==> src/rtl/arb_pkg.sv <==
// Shared constants and types for the eight-way round-robin arbiter.
package arb_pkg;

    localparam int unsigned NUM_REQ = 8;
    localparam int unsigned IDX_W   = 3;
    localparam int unsigned HOLD_W  = 4;

    typedef enum logic {
        ST_IDLE  = 1'b0,
        ST_OWNED = 1'b1
    } arb_state_e;

    // Result of one round-robin search over a candidate vector.
    typedef struct packed {
        logic             found;
        logic [IDX_W-1:0] idx;
    } pick_t;

endpackage

==> src/rtl/decoder_3_8.sv <==
// 3-to-8 one-hot decoder with enable; output is all zero when disabled.
module decoder_3_8 (
    input  logic [2:0] in_i,
    input  logic       en_i,
    output logic [7:0] dec_o
);

    always_comb begin
        dec_o = 8'h00;
        if (en_i) begin
            dec_o = 8'(8'h01 << in_i);
        end
    end

endmodule

==> src/rtl/rr_arbiter_8.sv <==
// Eight-way round-robin arbiter with bounded grant hold under contention.
// All outputs derive from state registers only; req never reaches an output combinationally.
module rr_arbiter_8
    import arb_pkg::*;
#(
    parameter int unsigned MAX_HOLD = 4
) (
    input  logic       clk,
    input  logic       rst_n,
    input  logic [7:0] req,
    output logic [7:0] gnt,
    output logic [2:0] gnt_idx,
    output logic       gnt_valid
);

    localparam logic [HOLD_W-1:0] HOLD_LIM = HOLD_W'(MAX_HOLD - 1);
    localparam logic [HOLD_W-1:0] HOLD_MAX = '1;

    arb_state_e         st_q,    st_d;
    logic [IDX_W-1:0]   owner_q, owner_d;
    logic [IDX_W-1:0]   ptr_q,   ptr_d;
    logic [HOLD_W-1:0]  hold_q,  hold_d;

    logic [NUM_REQ-1:0] own_mask_c;
    logic [NUM_REQ-1:0] others_c;
    logic [NUM_REQ-1:0] cand_c;
    pick_t              pick_c;

    // Rotate so ptr sits at bit 0, take the lowest set bit, then rotate the index back.
    function automatic pick_t rr_pick(input logic [NUM_REQ-1:0] cand,
                                      input logic [IDX_W-1:0]   start);
        logic [2*NUM_REQ-1:0] dbl;
        logic [NUM_REQ-1:0]   rot;
        pick_t                p;
        p   = '0;
        dbl = {cand, cand};
        rot = NUM_REQ'(dbl >> start);
        for (int i = NUM_REQ - 1; i >= 0; i--) begin
            if (rot[i]) begin
                p.found = 1'b1;
                p.idx   = IDX_W'(i);
            end
        end
        p.idx = p.idx + start;
        return p;
    endfunction

    // The owner is never its own candidate: on release its bit is already low,
    // on preemption it must be excluded.
    always_comb begin
        own_mask_c = NUM_REQ'(1) << owner_q;
        others_c   = req & ~own_mask_c;
        cand_c     = (st_q == ST_OWNED) ? others_c : req;
        pick_c     = rr_pick(cand_c, ptr_q);
    end

    always_comb begin
        st_d    = st_q;
        owner_d = owner_q;
        ptr_d   = ptr_q;
        hold_d  = hold_q;
        unique case (st_q)
            ST_IDLE: begin
                if (pick_c.found) begin
                    st_d    = ST_OWNED;
                    owner_d = pick_c.idx;
                    ptr_d   = pick_c.idx + IDX_W'(1);
                    hold_d  = '0;
                end
            end
            ST_OWNED: begin
                if (!req[owner_q] || ((|others_c) && (hold_q >= HOLD_LIM))) begin
                    if (pick_c.found) begin
                        owner_d = pick_c.idx;
                        ptr_d   = pick_c.idx + IDX_W'(1);
                        hold_d  = '0;
                    end else begin
                        st_d = ST_IDLE;
                    end
                end else if (hold_q != HOLD_MAX) begin
                    hold_d = hold_q + HOLD_W'(1);
                end
            end
            default: st_d = ST_IDLE;
        endcase
    end

    always_ff @(posedge clk) begin
        if (!rst_n) begin
            st_q    <= ST_IDLE;
            owner_q <= '0;
            ptr_q   <= '0;
            hold_q  <= '0;
        end else begin
            st_q    <= st_d;
            owner_q <= owner_d;
            ptr_q   <= ptr_d;
            hold_q  <= hold_d;
        end
    end

    assign gnt_valid = (st_q == ST_OWNED);
    assign gnt_idx   = owner_q;

    decoder_3_8 u_gnt_dec (
        .in_i  (owner_q),
        .en_i  (st_q == ST_OWNED),
        .dec_o (gnt)
    );

endmodule

==> config.mk <==
export PLATFORM = sky130hd
export DESIGN_NAME = rr_arbiter_8
export DESIGN_NICKNAME = d
export VERILOG_FILES = /design/src/rtl/arb_pkg.sv /design/src/rtl/decoder_3_8.sv /design/src/rtl/rr_arbiter_8.sv
export SDC_FILE = /design/constraint.sdc
export NUM_CORES = 1
export LEC_CHECK = 0
export ABC_AREA = 0
export CORE_ASPECT_RATIO = 0.75
export CORE_UTILIZATION = 59
export DETAILED_ROUTE_END_ITERATION = 8
export GPL_TIMING_DRIVEN = 0
export PLACE_DENSITY = 0.86
export SLEW_MARGIN = 20
export SYNTH_ARGS = -nofsm -noshare
export SYNTH_HDL_FRONTEND = slang
export SYNTH_SLANG_ARGS = --single-unit
==> constraint.sdc <==
create_clock -name clk -period 6 [get_ports clk]
set_input_delay 1.2 -clock clk [delete_from_list [all_inputs] [get_ports clk]]
set_output_delay 1.2 -clock clk [all_outputs]
set_load 0.03 [all_outputs]
-- Word level (Yosys, flattened, before mapping)
Index checks and enable logic that the tools add are counted.
- register bits: 11
- bits of input ports: 10
- logic and storage cells: 46
- output and inout port bits: 12
- multiplexer cells: 25
- add/subtract/negate cells: 3
- shift operators: 2
- eq/ne operators: 3
- bitwise gates (word level): 3
- reduce and logical (&&, ||, !) cells: 4
- order comparisons: 2
- operators with widths (cell ; number):
    4-bit 2-to-1 mux ; 11
    8-bit 2-to-1 mux ; 2
    16-bit by 3-bit right shift with 8-bit output ; 1
    3-bit 2-to-1 mux ; 4
    3-bit case mux with 2 select lines ; 2
    8-bit AND ; 1
    8-bit NOT ; 1
    4-bit case mux with 2 select lines ; 1
    8-bit OR reduction ; 1
    1-bit by 3-bit left shift with 8-bit output (first input constant) ; 1
    4-bit by 1-bit adder with 4-bit output (second input constant) ; 1
    4-bit by 2-bit greater-or-equal comparator with 1-bit output (second input constant) ; 1
    3-bit by 4-bit < comparator with 1-bit output (second input constant) ; 1
    4-bit != test (second input constant) ; 1
    3-bit by 1-bit adder with 3-bit output (second input constant) ; 1
    3-bit adder ; 1
    1-bit binary-select mux with 3-bit select ; 1
    1-bit 2-to-1 mux ; 3
    3-bit by 1-bit != test with 1-bit output (second input constant) ; 1
    2-bit by 1-bit != test with 1-bit output (second input constant) ; 1
    1-bit case mux with 2 select lines ; 1
    1-bit logical AND ; 1
    1-bit zero test ; 1
    1-bit logical OR ; 1
    1-bit NOT ; 1

-- Logic depth before layout (Yosys ltp)
- depth after elaboration: 18
- depth in mapped cells: 17
- mapped depth without buffers: 15

-- Hierarchy
Synthesis repeated with hierarchy kept, for this count alone.
- cells, all modules: 188
- area, all modules: 1665.3 µm²
- modules (own cells, without submodules) (module ; seq. area each (µm²) ; area an instance (µm²) ; cells each ; times used):
    rr_arbiter_8 ; 220.2 ; 1570.3 ; 180 ; 1
    decoder_3_8 ; 0.0 ; 95.1 ; 8 ; 1

-- Worst setup path before layout
No wires, ideal clock.
- kind: in2reg
- start: in req[3]
- end: reg ptr_q[2]
- setup slack: 1802 ps
- setup time: 125 ps
- required time: 5875 ps
- arrival: 4073 ps
- stages on the path: 15
- buffers on the path: 0
- cell sequence: inv_1 > o32ai_2 > nand2b_1 > a21o_1 > a311oi_1 > o31ai_1 > o21ba_2 > ha_1 > fa_1 > ha_1 > xnor2_1 > nor2_1 > nand2_1 > o21ai_1 > o41a_1
- RTL lines (element ; line ; RTL):
    from (decl) ; rr_arbiter_8.sv:10 ; input logic [7:0] req,
    to (signal assigned) ; rr_arbiter_8.sv:97 ; ptr_q <= ptr_d;
    to (decl) ; rr_arbiter_8.sv:21 ; logic [IDX_W-1:0] ptr_q, ptr_d;

==> flow_metrics.env <==
export IMPL_switching_power_uw=374
export IMPL_synthCells=191
export IMPL_cts_buffer_depth=2
export IMPL_internal_power_uw=345
export IMPL_p_per_area_nw_per_um2=416
export IMPL_die_area_um2=2680
export IMPL_fin_util_pct=74.3
export IMPL_rows=15
export IMPL_tritoncts="yes"
export IMPL_drive_gt1_share_pct=12.1
export IMPL_root_buffer="clkbuf_4"
export IMPL_gp_congestion=0.893
export IMPL_firstDrtPassIters=5
export IMPL_vias_per_cell=6.72
export IMPL_grt_total_usage_pct=34.0
export IMPL_yosys_warnings=0
export IMPL_met2_usage_pct=55.3
export IMPL_clk_pin_slew_worst_paths_ns=0.07
export IMPL_wl_um=4130
export IMPL_rr_startpoint="gnt_idx[2]"
export IMPL_dp_cells=245
export IMPL_relSlewSlack_pct=52.9
export IMPL_drtIter0Drc=223
export IMPL_post_cts_buffers=0
export IMPL_status="complete, no violations"
export IMPL_ios=22
export IMPL_die_h_um=45.1
export IMPL_timing_worst_setup_path_type="in -> reg"
export IMPL_p_sw_share_pct=52.1
export IMPL_ys_seq_area_share_pct=15.1
export IMPL_layout_cells_non_filler=249
export IMPL_whs_path_depth=2
export IMPL_period_minus_slack_ns=4.95
export IMPL_syn_area_per_cell_um2=7.64
export IMPL_rsz0062_at_grt="no"
export IMPL_seq_power_share_pct=15.0
export IMPL_setup_tns_ns=0
export IMPL_arrival_ns=5.10
export IMPL_clkSinkCount=11
export IMPL_syn_nets=205
export IMPL_globalRoute_totalOverflow=0
export IMPL_grt_busiest_layer="met2"
export IMPL_crit_required_ns=6.15
export IMPL_finalCritPeriodShare_pct=82.5
export IMPL_finalMaxSlewViolations=0
export IMPL_cts_resized=0
export IMPL_crit_fanout=8
export IMPL_final_area_um2=1730
export IMPL_dpl_cell_area_um2=1700
export IMPL_synth_edf_count=0
export IMPL_endpoint_kind="flop"
export IMPL_cp_start_kind="primary input"
export IMPL_rr_endpoint="ptr_q[2]"
export IMPL_die_w_um=59.4
export IMPL_ys_types=60
export IMPL_wl_per_cell_um=16.6
export IMPL_tightest_slew_ns=0.704
export IMPL_grt_use_met3_pct=4.87
export IMPL_timing_max_cap_violations=0
export IMPL_antenna_found_initial=0
export IMPL_finalHoldViolations=0
export IMPL_grt_pass1_vias=1500
export IMPL_yosysTopAreaCell="dfxtp_1"
export IMPL_numCtsBuffers=3
export IMPL_clkPwrFrac_pct=6.9
export IMPL_nets=230
export IMPL_syn_area_um2=1460
export IMPL_antenna_left=0
export IMPL_power_total_uw=719
export IMPL_fp_coreArea_um2=2330
export IMPL_synth_seq_cells=11
export IMPL_cts_hold_buffers_added=0
export IMPL_clock_latency_ns=0.26
export IMPL_synthArstFlopShare_pct=0
export IMPL_synth_flop_cell="dfxtp_1"
export IMPL_r2r_slack_ns=1.76
export IMPL_whs_endpoint="hold_q[3]"
export IMPL_synth_top_cell_area_share_pct=15.1
export IMPL_finalSetupViolations=0
export IMPL_nFillCells=197
export IMPL_fmax_ghz=0.202
export IMPL_p_comb_share_pct=78.1
export IMPL_grt_max_degree=11
export IMPL_route_detailed_drc=0
export IMPL_reg2reg_depth=16
export IMPL_use_met1_pct=45.7
export IMPL_hold_path_class="reg -> reg"
export IMPL_vdd_drop_max_v=0.000284
export IMPL_vias=1674
export IMPL_p_leak_uw=0.000691
export IMPL_io_buffers=20
export IMPL_skew_ns=0.00392
export IMPL_place_hpwl_um=3200
export IMPL_floorplan_initialDensity_pct=62.7
export IMPL_diodes=0
export IMPL_grt_pass1_wl_um=6820
export IMPL_htreeDepth=1
export IMPL_synth_area_top_cells="dfxtp_1 15%, nand2_1 5.1%, a21oi_1 4.5%"
export IMPL_syn2layout_area_growth_pct=18.4
export IMPL_hp_start="hold_q[3]"
state kept, by name (all words and copies together) (netlist names):
signal / flops
gnt_idx: 3
ptr_q: 3
gnt_valid: 1
hold_q: 4
per-stage QoR:
step	worst slack, ns	hold WS, ns
final	1.05	0.507
after global routing	0.791	0.544
after CTS	1.11	0.513
after detailed placement	0.813	0.502
after global placement	0.987	0.487
after floorplan	1.80	0.472
worst max-delay path, cell delays in order:
cell             delay, ns
clkdlybuf4s50_1       0.52
inv_1                 0.08
o32ai_2               0.64
nand2b_1              0.12
a21o_1                0.20
a311oi_1              0.27
o31ai_1               0.11
o21ba_2               0.28
ha_1                  0.17
fa_1                  0.44
ha_1                  0.21
xnor2_1               0.25
nor2_1                0.07
nand2_1               0.07
o21ai_1               0.06
o41a_1                0.41
power by group through the flow:
stage / logic [uW] / clock network (uW) / registers, uW
CTS: 550 / 50.9 / 108
detailed placement: 554 / 0 / 109
floorplan: 404 / 0 / 121
finish: 562 / 49.3 / 108
global route: 616 / 54.2 / 111
global placement: 521 / 0 / 109
worst max-delay path by stage:
| stage | slack [ns] | startpoint | endpoint |
|---|---|---|---|
| finish | 1.05 | req[3] | ptr_q[2] |
| global route | 0.79 | req[3] | ptr_q[2] |
| CTS | 1.11 | req[3] | ptr_q[2] |
| detailed placement | 0.81 | req[3] | ptr_q[2] |
| global placement | 0.99 | req[3] | ptr_q[2] |
| floorplan | 1.80 | req[3] | ptr_q[2] |
layer usage:
layer,share of wire [%],wire length [um],up-vias
met2,45,1860,120
li1,-,-,773
met5,0,0,-
met4,3.1,129,0
met3,9.5,394,21
met1,42,1750,760
cells by family after synthesis:
logic type                 Yosys count  synth area share, %
AOI/OAI and AO/OA                   57                 30.8
xor gates and xnor gates             3                 1.80
adders and majority gates            4                 3.94
DFF                                 11                 15.1
buffers and inverters               24                 7.37
muxes                                6                 5.83
and+or+nand+nor                     86                 35.1
Yosys cell counts (all sizes together), types with 2 or more instances:
library cell and n:
inv 12, a32oi 2, a211oi 3, and4b 3, o21a 4, nand3 3, nor2b 6, nand4 3
ha 3, nor3 7, nand2 20, clkbuf 5, nand4bb 3, a21o 4, nand2b 5, o32ai 3
xnor2 3, nor4 4, a311oi 3, dfxtp 11, o21ai 3, and3 5, mux2i 4, a21oi 14
a31oi 4, mux4 2, nor4bb 2, nor2 15, o31ai 2, and2 2, buf 7, a22oi 3
a21boi 3
cell usage in the layout (no fill, tap or decap), drive strengths merged, types with 4 or more instances in the layout:
master,netlist,routed
a21o,4,4
a21oi,14,14
a31oi,4,4
and3,5,5
buf,7,7
clkbuf,5,9
clkdlybuf4s50,0,20
dfxtp,11,11
inv,12,12
mux2i,4,4
nand2,20,20
nand2b,5,5
nor2,15,15
nor2b,6,6
nor3,7,7
nor4,4,4
o21a,4,4
layout make-up:
cell class,count,area [um2],area share (%)
Clock buffer,4,26.3,1.52
Tap cell,34,42.5,2.46
Sequential cell,11,220,12.7
Timing Repair Buffer,20,200,11.6
Buffer,12,62.6,3.62
Inverter,12,45.0,2.60
Multi-Input combinational cell,156,1130,65.5
(Power assumes the default switching activity.)
